**src/rtl/mem_arbiter_pkg.sv**
```systemverilog
// rtl/mem_arbiter_pkg.sv - shared types and constants for the fetch/data memory arbiter
package mem_arbiter_pkg;

    localparam int XLEN = 32;

    typedef enum logic [1:0] {
        IDLE  = 2'd0,
        GNT_I = 2'd1,
        GNT_D = 2'd2
    } arb_state_e;

    typedef struct packed {
        logic              we;
        logic [XLEN-1:0]   addr;
        logic [XLEN-1:0]   wdata;
        logic [XLEN/8-1:0] be;
    } mem_req_t;

endpackage

```
**src/rtl/mem_arbiter_if.sv**
```systemverilog
// rtl/mem_arbiter_if.sv - requester and slave signal bundle seen by the memory arbiter
interface mem_arbiter_if #(
    parameter int XLEN = mem_arbiter_pkg::XLEN
);
    logic              i_req;
    logic [XLEN-1:0]   i_addr;
    logic              i_ack;
    logic              i_err;
    logic [XLEN-1:0]   i_rdata;
    logic              d_req;
    logic              d_we;
    logic [XLEN-1:0]   d_addr;
    logic [XLEN-1:0]   d_wdata;
    logic [XLEN/8-1:0] d_be;
    logic              d_ack;
    logic              d_err;
    logic [XLEN-1:0]   d_rdata;
    logic              mem_req;
    logic              mem_we;
    logic [XLEN-1:0]   mem_addr;
    logic [XLEN-1:0]   mem_wdata;
    logic [XLEN/8-1:0] mem_be;
    logic              mem_ack;
    logic [XLEN-1:0]   mem_rdata;

    // The arbiter itself: requests and slave responses come in, grants go out.
    modport slave (
        input  i_req, i_addr, d_req, d_we, d_addr, d_wdata, d_be, mem_ack, mem_rdata,
        output i_ack, i_err, i_rdata, d_ack, d_err, d_rdata,
        output mem_req, mem_we, mem_addr, mem_wdata, mem_be
    );

    // The core requesters and the memory slave surrounding the arbiter.
    modport master (
        output i_req, i_addr, d_req, d_we, d_addr, d_wdata, d_be, mem_ack, mem_rdata,
        input  i_ack, i_err, i_rdata, d_ack, d_err, d_rdata,
        input  mem_req, mem_we, mem_addr, mem_wdata, mem_be
    );
endinterface

```
**src/rtl/mem_arbiter_watchdog.sv**
```systemverilog
// rtl/mem_arbiter_watchdog.sv - grant-state timeout counter for the memory arbiter
module arb_watchdog (
    input  logic        clk,
    input  logic        reset_n,
    input  logic        clear,
    input  logic        enable,
    input  logic [15:0] limit,
    output logic        expire
);
    logic [15:0] count;

    always_ff @(posedge clk or negedge reset_n) begin
        if (!reset_n) begin
            count <= 16'd0;
        end else if (clear) begin
            count <= 16'd0;
        end else if (enable) begin
            count <= count + 16'd1;
        end
    end

    assign expire = enable && (count == limit);
endmodule

```
**src/rtl/mem_arbiter.sv**
```systemverilog
// rtl/mem_arbiter.sv - two-requester memory port arbiter with alternation and timeout abort
module mem_arbiter #(
    parameter int XLEN    = mem_arbiter_pkg::XLEN,
    parameter int TIMEOUT = 255
) (
    input  logic         clk,
    input  logic         reset_n,
    mem_arbiter_if.slave bus
);
    import mem_arbiter_pkg::*;

    localparam logic [1:0]  ST_IDLE  = 2'(IDLE);
    localparam logic [1:0]  ST_GNT_I = 2'(GNT_I);
    localparam logic [1:0]  ST_GNT_D = 2'(GNT_D);
    localparam logic [15:0] LIMIT    = 16'(TIMEOUT - 1);

    logic [1:0] state;
    logic [1:0] state_nx;
    mem_req_t   mem_q;
    logic       mem_req_q;
    logic       abort_q;
    logic       abort_i_q;
    logic       load_i;
    logic       load_d;
    logic       in_grant;
    logic       timeout;
    logic       i_done;
    logic       d_done;

    assign in_grant = (state != ST_IDLE);
    assign i_done   = (state == ST_GNT_I) && bus.mem_ack;
    assign d_done   = (state == ST_GNT_D) && bus.mem_ack;

    arb_watchdog u_watchdog (
        .clk     (clk),
        .reset_n (reset_n),
        .clear   (load_i || load_d),
        .enable  (in_grant && !bus.mem_ack),
        .limit   (LIMIT),
        .expire  (timeout)
    );

    // After a completion only the other requester is eligible; the abort cycle grants nobody.
    always_comb begin
        state_nx = state;
        load_i   = 1'b0;
        load_d   = 1'b0;
        case (state)
            ST_IDLE: begin
                if (!abort_q && bus.d_req) begin
                    load_d = 1'b1;
                end else if (!abort_q && bus.i_req) begin
                    load_i = 1'b1;
                end
            end
            ST_GNT_I: begin
                if (bus.mem_ack) begin
                    if (bus.d_req) load_d = 1'b1;
                    else           state_nx = ST_IDLE;
                end else if (timeout) begin
                    state_nx = ST_IDLE;
                end
            end
            ST_GNT_D: begin
                if (bus.mem_ack) begin
                    if (bus.i_req) load_i = 1'b1;
                    else           state_nx = ST_IDLE;
                end else if (timeout) begin
                    state_nx = ST_IDLE;
                end
            end
            default: state_nx = ST_IDLE;
        endcase
        if (load_d) state_nx = ST_GNT_D;
        if (load_i) state_nx = ST_GNT_I;
    end

    always_ff @(posedge clk or negedge reset_n) begin
        if (!reset_n) begin
            state     <= ST_IDLE;
            mem_q     <= '0;
            mem_req_q <= 1'b0;
            abort_q   <= 1'b0;
            abort_i_q <= 1'b0;
        end else begin
            state   <= state_nx;
            abort_q <= timeout;
            if (timeout) begin
                abort_i_q <= (state == ST_GNT_I);
            end
            if (load_d) begin
                mem_q     <= '{we: bus.d_we, addr: bus.d_addr, wdata: bus.d_wdata, be: bus.d_be};
                mem_req_q <= 1'b1;
            end else if (load_i) begin
                mem_q     <= '{we: 1'b0, addr: bus.i_addr, wdata: '0, be: '1};
                mem_req_q <= 1'b1;
            end else if (state_nx == ST_IDLE) begin
                mem_req_q <= 1'b0;
            end
        end
    end

    assign bus.mem_req   = mem_req_q;
    assign bus.mem_we    = mem_q.we;
    assign bus.mem_addr  = mem_q.addr;
    assign bus.mem_wdata = mem_q.wdata;
    assign bus.mem_be    = mem_q.be;

    assign bus.i_ack   = i_done || (abort_q && abort_i_q);
    assign bus.i_err   = abort_q && abort_i_q;
    assign bus.i_rdata = i_done ? bus.mem_rdata : '0;
    assign bus.d_ack   = d_done || (abort_q && !abort_i_q);
    assign bus.d_err   = abort_q && !abort_i_q;
    assign bus.d_rdata = d_done ? bus.mem_rdata : '0;
endmodule

```
**src/flat_wrapper.sv**
```systemverilog
// flat-port wrapper written by rule: the top's interface ports become plain ports
module mem_arbiter_flat import mem_arbiter_pkg::*;
#(
    parameter int XLEN    = mem_arbiter_pkg::XLEN,
    parameter int TIMEOUT = 255
)
  (clk, reset_n, bus_i_req, bus_i_addr, bus_d_req, bus_d_we, bus_d_addr, bus_d_wdata, bus_d_be, bus_mem_ack, bus_mem_rdata, bus_i_ack, bus_i_err, bus_i_rdata, bus_d_ack, bus_d_err, bus_d_rdata, bus_mem_req, bus_mem_we, bus_mem_addr, bus_mem_wdata, bus_mem_be);
  mem_arbiter_if #(.XLEN(XLEN)) bus_i ();
  input  logic clk;
  input  logic reset_n;
  input wire logic [$bits(bus_i.i_req)-1:0] bus_i_req;
  input wire logic [$bits(bus_i.i_addr)-1:0] bus_i_addr;
  input wire logic [$bits(bus_i.d_req)-1:0] bus_d_req;
  input wire logic [$bits(bus_i.d_we)-1:0] bus_d_we;
  input wire logic [$bits(bus_i.d_addr)-1:0] bus_d_addr;
  input wire logic [$bits(bus_i.d_wdata)-1:0] bus_d_wdata;
  input wire logic [$bits(bus_i.d_be)-1:0] bus_d_be;
  input wire logic [$bits(bus_i.mem_ack)-1:0] bus_mem_ack;
  input wire logic [$bits(bus_i.mem_rdata)-1:0] bus_mem_rdata;
  output wire logic [$bits(bus_i.i_ack)-1:0] bus_i_ack;
  output wire logic [$bits(bus_i.i_err)-1:0] bus_i_err;
  output wire logic [$bits(bus_i.i_rdata)-1:0] bus_i_rdata;
  output wire logic [$bits(bus_i.d_ack)-1:0] bus_d_ack;
  output wire logic [$bits(bus_i.d_err)-1:0] bus_d_err;
  output wire logic [$bits(bus_i.d_rdata)-1:0] bus_d_rdata;
  output wire logic [$bits(bus_i.mem_req)-1:0] bus_mem_req;
  output wire logic [$bits(bus_i.mem_we)-1:0] bus_mem_we;
  output wire logic [$bits(bus_i.mem_addr)-1:0] bus_mem_addr;
  output wire logic [$bits(bus_i.mem_wdata)-1:0] bus_mem_wdata;
  output wire logic [$bits(bus_i.mem_be)-1:0] bus_mem_be;
  assign bus_i.i_req = bus_i_req;
  assign bus_i.i_addr = bus_i_addr;
  assign bus_i.d_req = bus_d_req;
  assign bus_i.d_we = bus_d_we;
  assign bus_i.d_addr = bus_d_addr;
  assign bus_i.d_wdata = bus_d_wdata;
  assign bus_i.d_be = bus_d_be;
  assign bus_i.mem_ack = bus_mem_ack;
  assign bus_i.mem_rdata = bus_mem_rdata;
  assign bus_i_ack = bus_i.i_ack;
  assign bus_i_err = bus_i.i_err;
  assign bus_i_rdata = bus_i.i_rdata;
  assign bus_d_ack = bus_i.d_ack;
  assign bus_d_err = bus_i.d_err;
  assign bus_d_rdata = bus_i.d_rdata;
  assign bus_mem_req = bus_i.mem_req;
  assign bus_mem_we = bus_i.mem_we;
  assign bus_mem_addr = bus_i.mem_addr;
  assign bus_mem_wdata = bus_i.mem_wdata;
  assign bus_mem_be = bus_i.mem_be;
  mem_arbiter #(.XLEN(XLEN), .TIMEOUT(TIMEOUT)) u_core (.clk(clk), .reset_n(reset_n), .bus(bus_i));
endmodule
```
**config.mk**
```make
export PLATFORM = sky130hd
export DESIGN_NAME = mem_arbiter_flat
export DESIGN_NICKNAME = d
export VERILOG_FILES = /design/src/rtl/mem_arbiter_pkg.sv /design/src/rtl/mem_arbiter_if.sv /design/src/rtl/mem_arbiter_watchdog.sv /design/src/rtl/mem_arbiter.sv /design/src/flat_wrapper.sv
export SDC_FILE = /design/constraint.sdc
export NUM_CORES = 1
export LEC_CHECK = 0
export ABC_CLOCK_PERIOD_IN_PS = 3550
export CAP_MARGIN = 10
export CORE_ASPECT_RATIO = 0.7
export CORE_MARGIN = 5
export CORE_UTILIZATION = 25
export CTS_CLUSTER_DIAMETER = 200
export DETAILED_ROUTE_END_ITERATION = 8
export DONT_BUFFER_PORTS = 1
export SETUP_SLACK_MARGIN = 0.3
export SLEW_MARGIN = 20
export SYNTH_ARGS = -nofsm -noshare
export SYNTH_HDL_FRONTEND = slang
export SYNTH_HIERARCHICAL = 1
export SYNTH_SLANG_ARGS = --single-unit
```
**constraint.sdc**
```tcl
create_clock -name clk -period 3.55 [get_ports clk]
set_input_delay 0.71 -clock clk [delete_from_list [all_inputs] [get_ports clk]]
set_output_delay 0.71 -clock clk [all_outputs]
set_load 0.01 [all_outputs]
```
==> results of run 1 <==
==> routing by layer <==
layer,vias up,track usage [%]
met2,263,23.0
met4,0,3.49
met1,2065,16.3
met5,-,0
li1,1899,-
met3,16,6.58
==> layout make-up <==
cell class	count	area share, %
antenna	2	0.0888
clock buffer	10	4.24
clock inverter	6	2.02
inverter	5	0.377
multi-input combinational	359	45.3
sequential	90	40.0
tap	270	5.99
timing repair buffer	14	2.00
==> flip-flops by register name (all words and copies together) (netlist names) <==
name                     count
u_core/abort_i_q             1
u_core/bus.mem_addr         32
u_core/state                 2
u_core/abort_q               1
u_core/bus.mem_we            1
u_core/bus.mem_be            4
u_core/bus.mem_req           1
u_core/u_watchdog/count     16
u_core/bus.mem_wdata        32
==> layout by cell type, fill, tap and decap left out, types with 3 or more instances in the layout <==
master and instances:
nand2b_1 4, xnor2_1 22, o22a_1 4, clkbuf_16 9, buf_4 13, xor2_1 6
dfrtp_1 90, bufinv_16 3, nand3_1 3, nor2_1 17, nor3_1 5, nor2b_2 5
conb_1 16, a2111oi_0 32, o211ai_1 32, a31oi_1 32, o31ai_1 33, inv_1 4
a22o_1 33, nand2_1 6, a21oi_1 3, nor4_1 6, nand4_1 6, o21ai_0 3
and3_1 64
==> cell families (layout without fill, tap and decap cells) <==
kind of cell	after synthesis	count (layout)	synth area share (%)
adder cells (fa/ha/maj)	1	1	0.248
other	2	18	0.149
AO/OA/AOI/OAI	181	181	27.9
XOR/XNOR	28	28	4.86
AND/OR/NAND/NOR	130	130	15.3
buffers and inverters	70	35	6.18
flip-flops	90	90	44.7
multiplexers	3	3	0.645
==> how the worst max path moves through the flow <==
stage	startpoint	endpoint	depth (start not counted)	slack, ns
6_report	u_core/state[0]	u_core/u_watchdog/count[12]	7	0.95
5_1_grt	u_core/state[0]	u_core/u_watchdog/count[12]	7	0.68
4_1_cts	u_core/abort_q	u_core/u_watchdog/count[12]	7	0.95
3_5_place_dp	bus_i_req	u_core/u_watchdog/count[12]	7	0.81
3_3_place_gp	bus_i_req	u_core/u_watchdog/count[14]	7	0.94
2_1_floorplan	bus_mem_ack	u_core/u_watchdog/count[13]	10	0.88
==> stage by stage <==
stage | instances | hold slack (ns) | power, uW
floorplan | 519 | 0.414 | 3130
global placement | 737 | 0.423 | 3490
detailed placement | 737 | 0.423 | 3550
CTS | 753 | 0.0408 | 4710
global route | 756 | 0.0323 | 4970
finish | 756 | 0.0667 | 4680
==> worst max-delay path, cell delays in order, from the launching register on <==
cell and delay [ns]:
dfrtp_1 0.53, nor2_2 0.11, buf_4 0.25, nor2_1 0.49, o2111ai_1 0.39, nor4_1 0.45, xnor2_1 0.17, nor2_1 0.06
==> power groups by stage <==
stage / logic [uW] / registers (uW) / clock network (uW)
detailed placement: 1490 / 2060 / 0
CTS: 1480 / 2060 / 1170
floorplan: 1240 / 1890 / 0
global placement: 1420 / 2070 / 0
global route: 1650 / 2100 / 1210
finish: 1500 / 2050 / 1130
==> results.tsv, run 1 <==
stage	metric	value	unit
synthesis	Cells after Synth	505	
synthesis	Synth Flop Type	dfrtp_1	
timing	setup_tns	0	ns
timing	Final Hold Vio Count	0	
synthesis	post-synth design cell area	0.00504	sq mm
drt	DRC	0	
worst_setup_path	Crit Path Max Fanout	33	
timing	Slew Limit Fails	0	
clocking	CTS sink cnt	90	
timing	period utilisation layout	73.4	%
global_route	vias in the first global route	4274	
drt	DRT iter0 DRCs	278	
pwr	Net Sw Frac	41.6	%
global_route	total track usage	13.8	%
drt	Vias	4243	
worst_setup_path	R2R depth	7	
clocking	worst skew pair latency	0.34	ns
clocking	cts bufs inserted	9	
run_status	status	complete, no violations	
synthesis	Seq cells post-synth	90	
place	dpl ws	0.815	ns
pwr	clock share of power	24.1	%
timing	Clock Skew	0.00770	ns
timing	setup violators final	0	
pwr	Net Switching	1940	uW
synthesis	ys async rst share	100	%
synthesis	most frequent cell after synthesis	dfrtp_1	
pwr	part of the power in registers	43.8	%
place	Post-DP HPWL	12200	um
drt	drt wl/cell	22.5	um
worst_setup_path	slack of the worst reg-to-reg path	0.95	ns
worst_setup_path	CP Data Arrival Time	2.80	ns
floorplanning	Initial Util	25.5	%
floorplanning	Rows	43	
synthesis	dominant cells by area after synthesis	dfrtp_1 45%, and3_1 7.9%, a22o_1 5.7%, a2111oi_0 5.6%, o31ai_1 4.9%	
floorplanning	die height	129	um
synthesis	Ys Warns	6	
drt	Met2 Wirelength	8070	um
synthesis	synthesized area per cell	9.98	sq um
synthesis	synth cell count leaders	90 x dfrtp_1, 64 x and3_1, 54 x clkbuf_1	
finish	FILL cells	2049	
floorplanning	Die ar.	0.0232	sq mm
worst_setup_path	CP endpoint kind	flip-flop	
drt	routed wire length	17000	um
floorplanning	Core Area	0.0198	sq mm
pwr	Peak VDD IR	0.277	mV
synthesis	Unique masters post-synth	47	
pwr	power share of the combinational group	32.1	%
worst_setup_path	Critical Path Source Type	flip-flop	
drt	WL met3	1870	um
finish	P&R area growth vs syn	11.8	%
synthesis	sequential share of the synthesized area	44.7	%
run	max cap viols	0	
timing	Slew headroom	42.2	%
finish	share of post-route cells with drive strength above 1	9.71	%
synthesis	biggest area consumer among synthesized cells	dfrtp_1	
clocking	clock transition at the registers of the reported paths	0.06	ns
finish	multi-input logic area	0.00255	sq mm
worst_setup_path	worst path required time	3.75	ns
clocking	CTS resizes	0	
place	placed cell area	0.00526	sq mm
pwr	Pwr Density	830	mW/mm^2
drt	WL met1	6830	um
synthesis	Synth top area share	44.7	%
drt	Detail Route Antenna Nets	0	
clocking	CTS root buf	clkbuf_16	
place	port bufs	0	
floorplanning	die width	180	um
worst_setup_path	reg-to-reg endpoint	u_core/u_watchdog/count[12]	
global_route	largest net degree at the start of global routing	91	
global_route	global-route wire length before repair	25100	um
clocking	maximum root-to-sink buffer count	2	
timing	RSZ-0062 raised after global routing	no	
drt	DR vias/cell	5.61	
finish	post-route cell area	0.00564	sq mm
timing	Max Clock Freq	384	MHz
drt	DR top layer	met4	
clocking	hold_buf cts	0	
pwr	P_leak	0.00232	uW
place	RD Place Congestion	0.836	
worst_setup_path	critical path type	flip-flop to flip-flop	
worst_setup_path	RR Startpoint	u_core/state[0]	
clocking	setup repair bufs after CTS	0	
drt	DRT Pass-1 Iters	5	
pwr	Pint	2730	uW
floorplanning	# IOs	276	
timing	Tightest Pin Transition	0.863	ns
finish	final core occ	28.5	%
global_route	initial antenna violation count	2	
min_path	worst hold path type	input port to async pin	
timing	Final min period	2.60	ns
timing	worst setup margin	0.945	ns
clocking	H-Tree Depth	3	
synthesis	Post-synth EDFFs	0	
global_route	gr ovfl total	0	
finish	final net count	618	
clocking	CTS tree	yes	
finish	register area	0.00225	sq mm
Power figures use the tool's default switching activity.
==> inputs of run 2 (changes only) <==
Settings changed: ABC_AREA from default to 1, ABC_CLOCK_PERIOD_IN_PS 3550 to 2190.
Clock period 3.55 ns to 2.19 ns, I/O delays scaled along.
==> run 2 against run 1 <==
Sequential power increased by 50%. Core utilization increased by 4.0 points. Sequential share of layout area decreased by 3.4 points. Synthesized cell count increased by 43%. Critical endpoint is now bus_i_rdata[28]. Critical path type is now flip-flop to output pin. Combinational power increased by 81%. The run now ends with negative hold slack left. Flip-flop and latch count unchanged. Final area increased by 9.5%. Final cell count increased by 38%. Non-clock buffer count increased by 37.
==> results.tsv, run 2 <==
stage	metric	value	unit
worst_setup_path	CP Data Arrival Time	1.55	ns
pwr	Pint	4080	uW
pwr	power share of the combinational group	37.1	%
timing	Hold WS	-0.223	ns
synthesis	Synth top area share	46.3	%
pwr	P_leak	0.00334	uW
clocking	cts bufs inserted	9	
synthesis	Synth Area in Adders	0.257	%
synthesis	Post-synth EDFFs	0	
synthesis	most frequent cell after synthesis	nand2_1	
timing	period utilisation layout	90.6	%
worst_setup_path	CP max stage delay	0.44	ns
synthesis	Cells after Synth	720	
worst_setup_path	critical path type	flip-flop to output pin	
synthesis	synth cell count leaders	353 x nand2_1, 114 x nor2_1, 90 x dfrtp_1	
worst_setup_path	Crit Path Max Fanout	16	
synthesis	Seq cells post-synth	90	
clocking	maximum root-to-sink buffer count	2	
drt	DR vias/cell	4.28	
synthesis	Synth Flop Type	dfrtp_1	
global_route	global-route wire length before repair	24000	um
drt	DRT Pass-1 Iters	4	
drt	routed wire length	16900	um
timing	setup_tns	0	ns
synthesis	sequential share of the synthesized area	46.3	%
timing	Slew Limit Fails	0	
min_path	worst hold path type	input port to async pin	
global_route	total track usage	13.6	%
floorplanning	Core Area	0.0190	sq mm
finish	fin cells	1046	
place	port bufs	0	
synthesis	synthesized area per cell	6.75	sq um
drt	DRT iter0 DRCs	262	
worst_setup_path	Critical Path Source Type	flip-flop	
clocking	CTS root buf	clkbuf_16	
clocking	clock transition at the registers of the reported paths	0.07	ns
floorplanning	Die ar.	0.0224	sq mm
synthesis	ys async rst share	100	%
finish	final net count	915	
floorplanning	die height	127	um
synthesis	fraction of the mapped netlist area in simple logic gates	40.5	%
place	DP Cell Count	1015	
timing	Final min period	1.98	ns
synthesis	post-synth design cell area	0.00486	sq mm
pwr	Net Sw Frac	44.2	%
worst_setup_path	CP endpoint kind	output pin	
synthesis	Compound-Gate Fraction of Synth Area	2.08	%
synthesis	largest family of logic cells by synthesized area	simple AND/OR/NAND/NOR gates	
drt	drt wl/cell	16.1	um
finish	FILL cells	2011	
clocking	CTS tree	yes	
pwr	Net Switching	3230	uW
synthesis	biggest area consumer among synthesized cells	dfrtp_1	
timing	setup violators final	0	
global_route	largest net degree at the start of global routing	91	
timing	Clock Skew	0.0131	ns
run_status	failing checks	negative hold slack	
floorplanning	Initial Util	25.6	%
place	Post-DP HPWL	12200	um
synthesis	Ys Warns	6	
pwr	Peak VDD IR	0.488	mV
timing	Max Clock Freq	504	MHz
pwr	Pwr Density	1190	mW/mm^2
synthesis	dominant cells by area after synthesis	dfrtp_1 46%, nand2_1 27%, nor2_1 8.8%, inv_1 5.1%, nand3_1 1.2%	
finish	share of post-route cells with drive strength above 1	16.8	%
worst_setup_path	Critical-path top delay cell	dfrtp_2	
finish	P&R area growth vs syn	26.9	%
place	dpl ws	0.312	ns
clocking	CTS sink cnt	90	
drt	DRC	0	
worst_setup_path	slack of the worst reg-to-reg path	0.41	ns
worst_setup_path	worst path required time	1.75	ns
clocking	H-Tree Depth	3	
global_route	vias in the first global route	4298	
timing	worst setup margin	0.206	ns
floorplanning	die width	177	um
run_status	status	complete, but fails checks	
pwr	clock share of power	20.9	%
synthesis	Unique masters post-synth	28	
floorplanning	# IOs	276	
floorplanning	Rows	42	
worst_setup_path	delay-heaviest family, CP	flip-flops	
worst_setup_path	WP buf/inv	2	
drt	Vias	4475	
pwr	part of the power in registers	42.0	%
timing	RSZ-0062 raised after global routing	yes	
synthesis	Synth Area in XOR/XNOR	1.26	%
drt	Detail Route Antenna Nets	0	
run	max cap viols	0	
finish	most frequent cells in the layout	351 x nand2_1, 89 x dfrtp_1, 75 x nor2_1	
synthesis	mux contribution to synthesized area	0.232	%
finish	most common cell after layout, fill and taps aside	nand2_1	
clocking	worst skew pair latency	0.35	ns
place	RD Place Congestion	0.803	
worst_setup_path	cells along the critical path	buf_6 -> nor2_4 -> nand2_4 -> clkbuf_16 -> nor2_2	
global_route	gr ovfl total	0	
timing	Final Hold Vio Count	90	
global_route	initial antenna violation count	1	
==> run 2: final timing paths <==
check | from | endpoint | cells past startpoint
setup reg to reg | u_core/state[1] | u_core/u_watchdog/count[15] | 14
hold reg to reg | u_core/bus.mem_wdata[2] | u_core/bus.mem_wdata[2] | 2
max in group asynchronous | reset_n | u_core/state[1] | 0
setup / recovery | u_core/state[1] | bus_i_rdata[28] | 5
min in group clk | bus_d_wdata[23] | u_core/bus.mem_wdata[23] | 2
hold / removal | reset_n | u_core/bus.mem_wdata[2] | 0
==> run 2: routing by layer <==
| layer | vias to the layer above | part of all wire, % | GRT usage [%] |
|---|---|---|---|
| met5 | - | 0 | 0 |
| met4 | 0 | 1.6 | 3.91 |
| met2 | 203 | 47 | 22.7 |
| met1 | 2034 | 42 | 16.5 |
| met3 | 14 | 10 | 5.35 |
| li1 | 2224 | - | - |
==> run 2: through the flow <==
step | power, uW | util, % | hold slack [ns] | instance area (sq um)
6_report | 7320 | 32.4 | -0.223 | 6170
4_1_cts | 7080 | 30.1 | -0.248 | 5720
2_1_floorplan | 4740 | - | 0.142 | 4950
3_3_place_gp | 5400 | 28.4 | 0.145 | 5400
5_1_grt | 7950 | 32.4 | -0.253 | 6170
3_5_place_dp | 5460 | 28.4 | 0.145 | 5400
==> run 2: logic make-up (layout without fill, tap and decap cells) <==
family	count (synthesis)	in the layout
fa+ha+maj	1	1
compound gates	19	19
buf+inv	98	137
other cells	2	25
simple gates	502	502
flops	90	90
mux	1	1
xor+xnor	7	7
==> run 2: cell type report <==
type	count	area, sq um	area share, %
diodes	1	2.50	0.0406
repair buffers	51	529	8.58
clock buffers	10	239	3.87
well taps	264	330	5.35
inverters	70	269	4.36
clock inverters	6	52.6	0.852
flip-flops and latches	90	2250	36.5
multi-input cells	554	2490	40.4
==> run 2: power by group through the flow <==
stage	combinational, uW	sequential [uW]	clock, uW
6_report	2710	3080	1530
5_1_grt	3100	3170	1680
4_1_cts	2370	3110	1600
3_5_place_dp	2350	3110	0
3_3_place_gp	2270	3130	0
2_1_floorplan	1830	2910	0
==> run 2: repair_timing <==
action                     in CTS  in global routing
gates cloned                    0                  4
gates resized for setup         9                 76
hold endpoints to repair       90                 90
buffers inserted                0                 10
pin swaps                       1                  8
setup endpoints to repair      35                 73
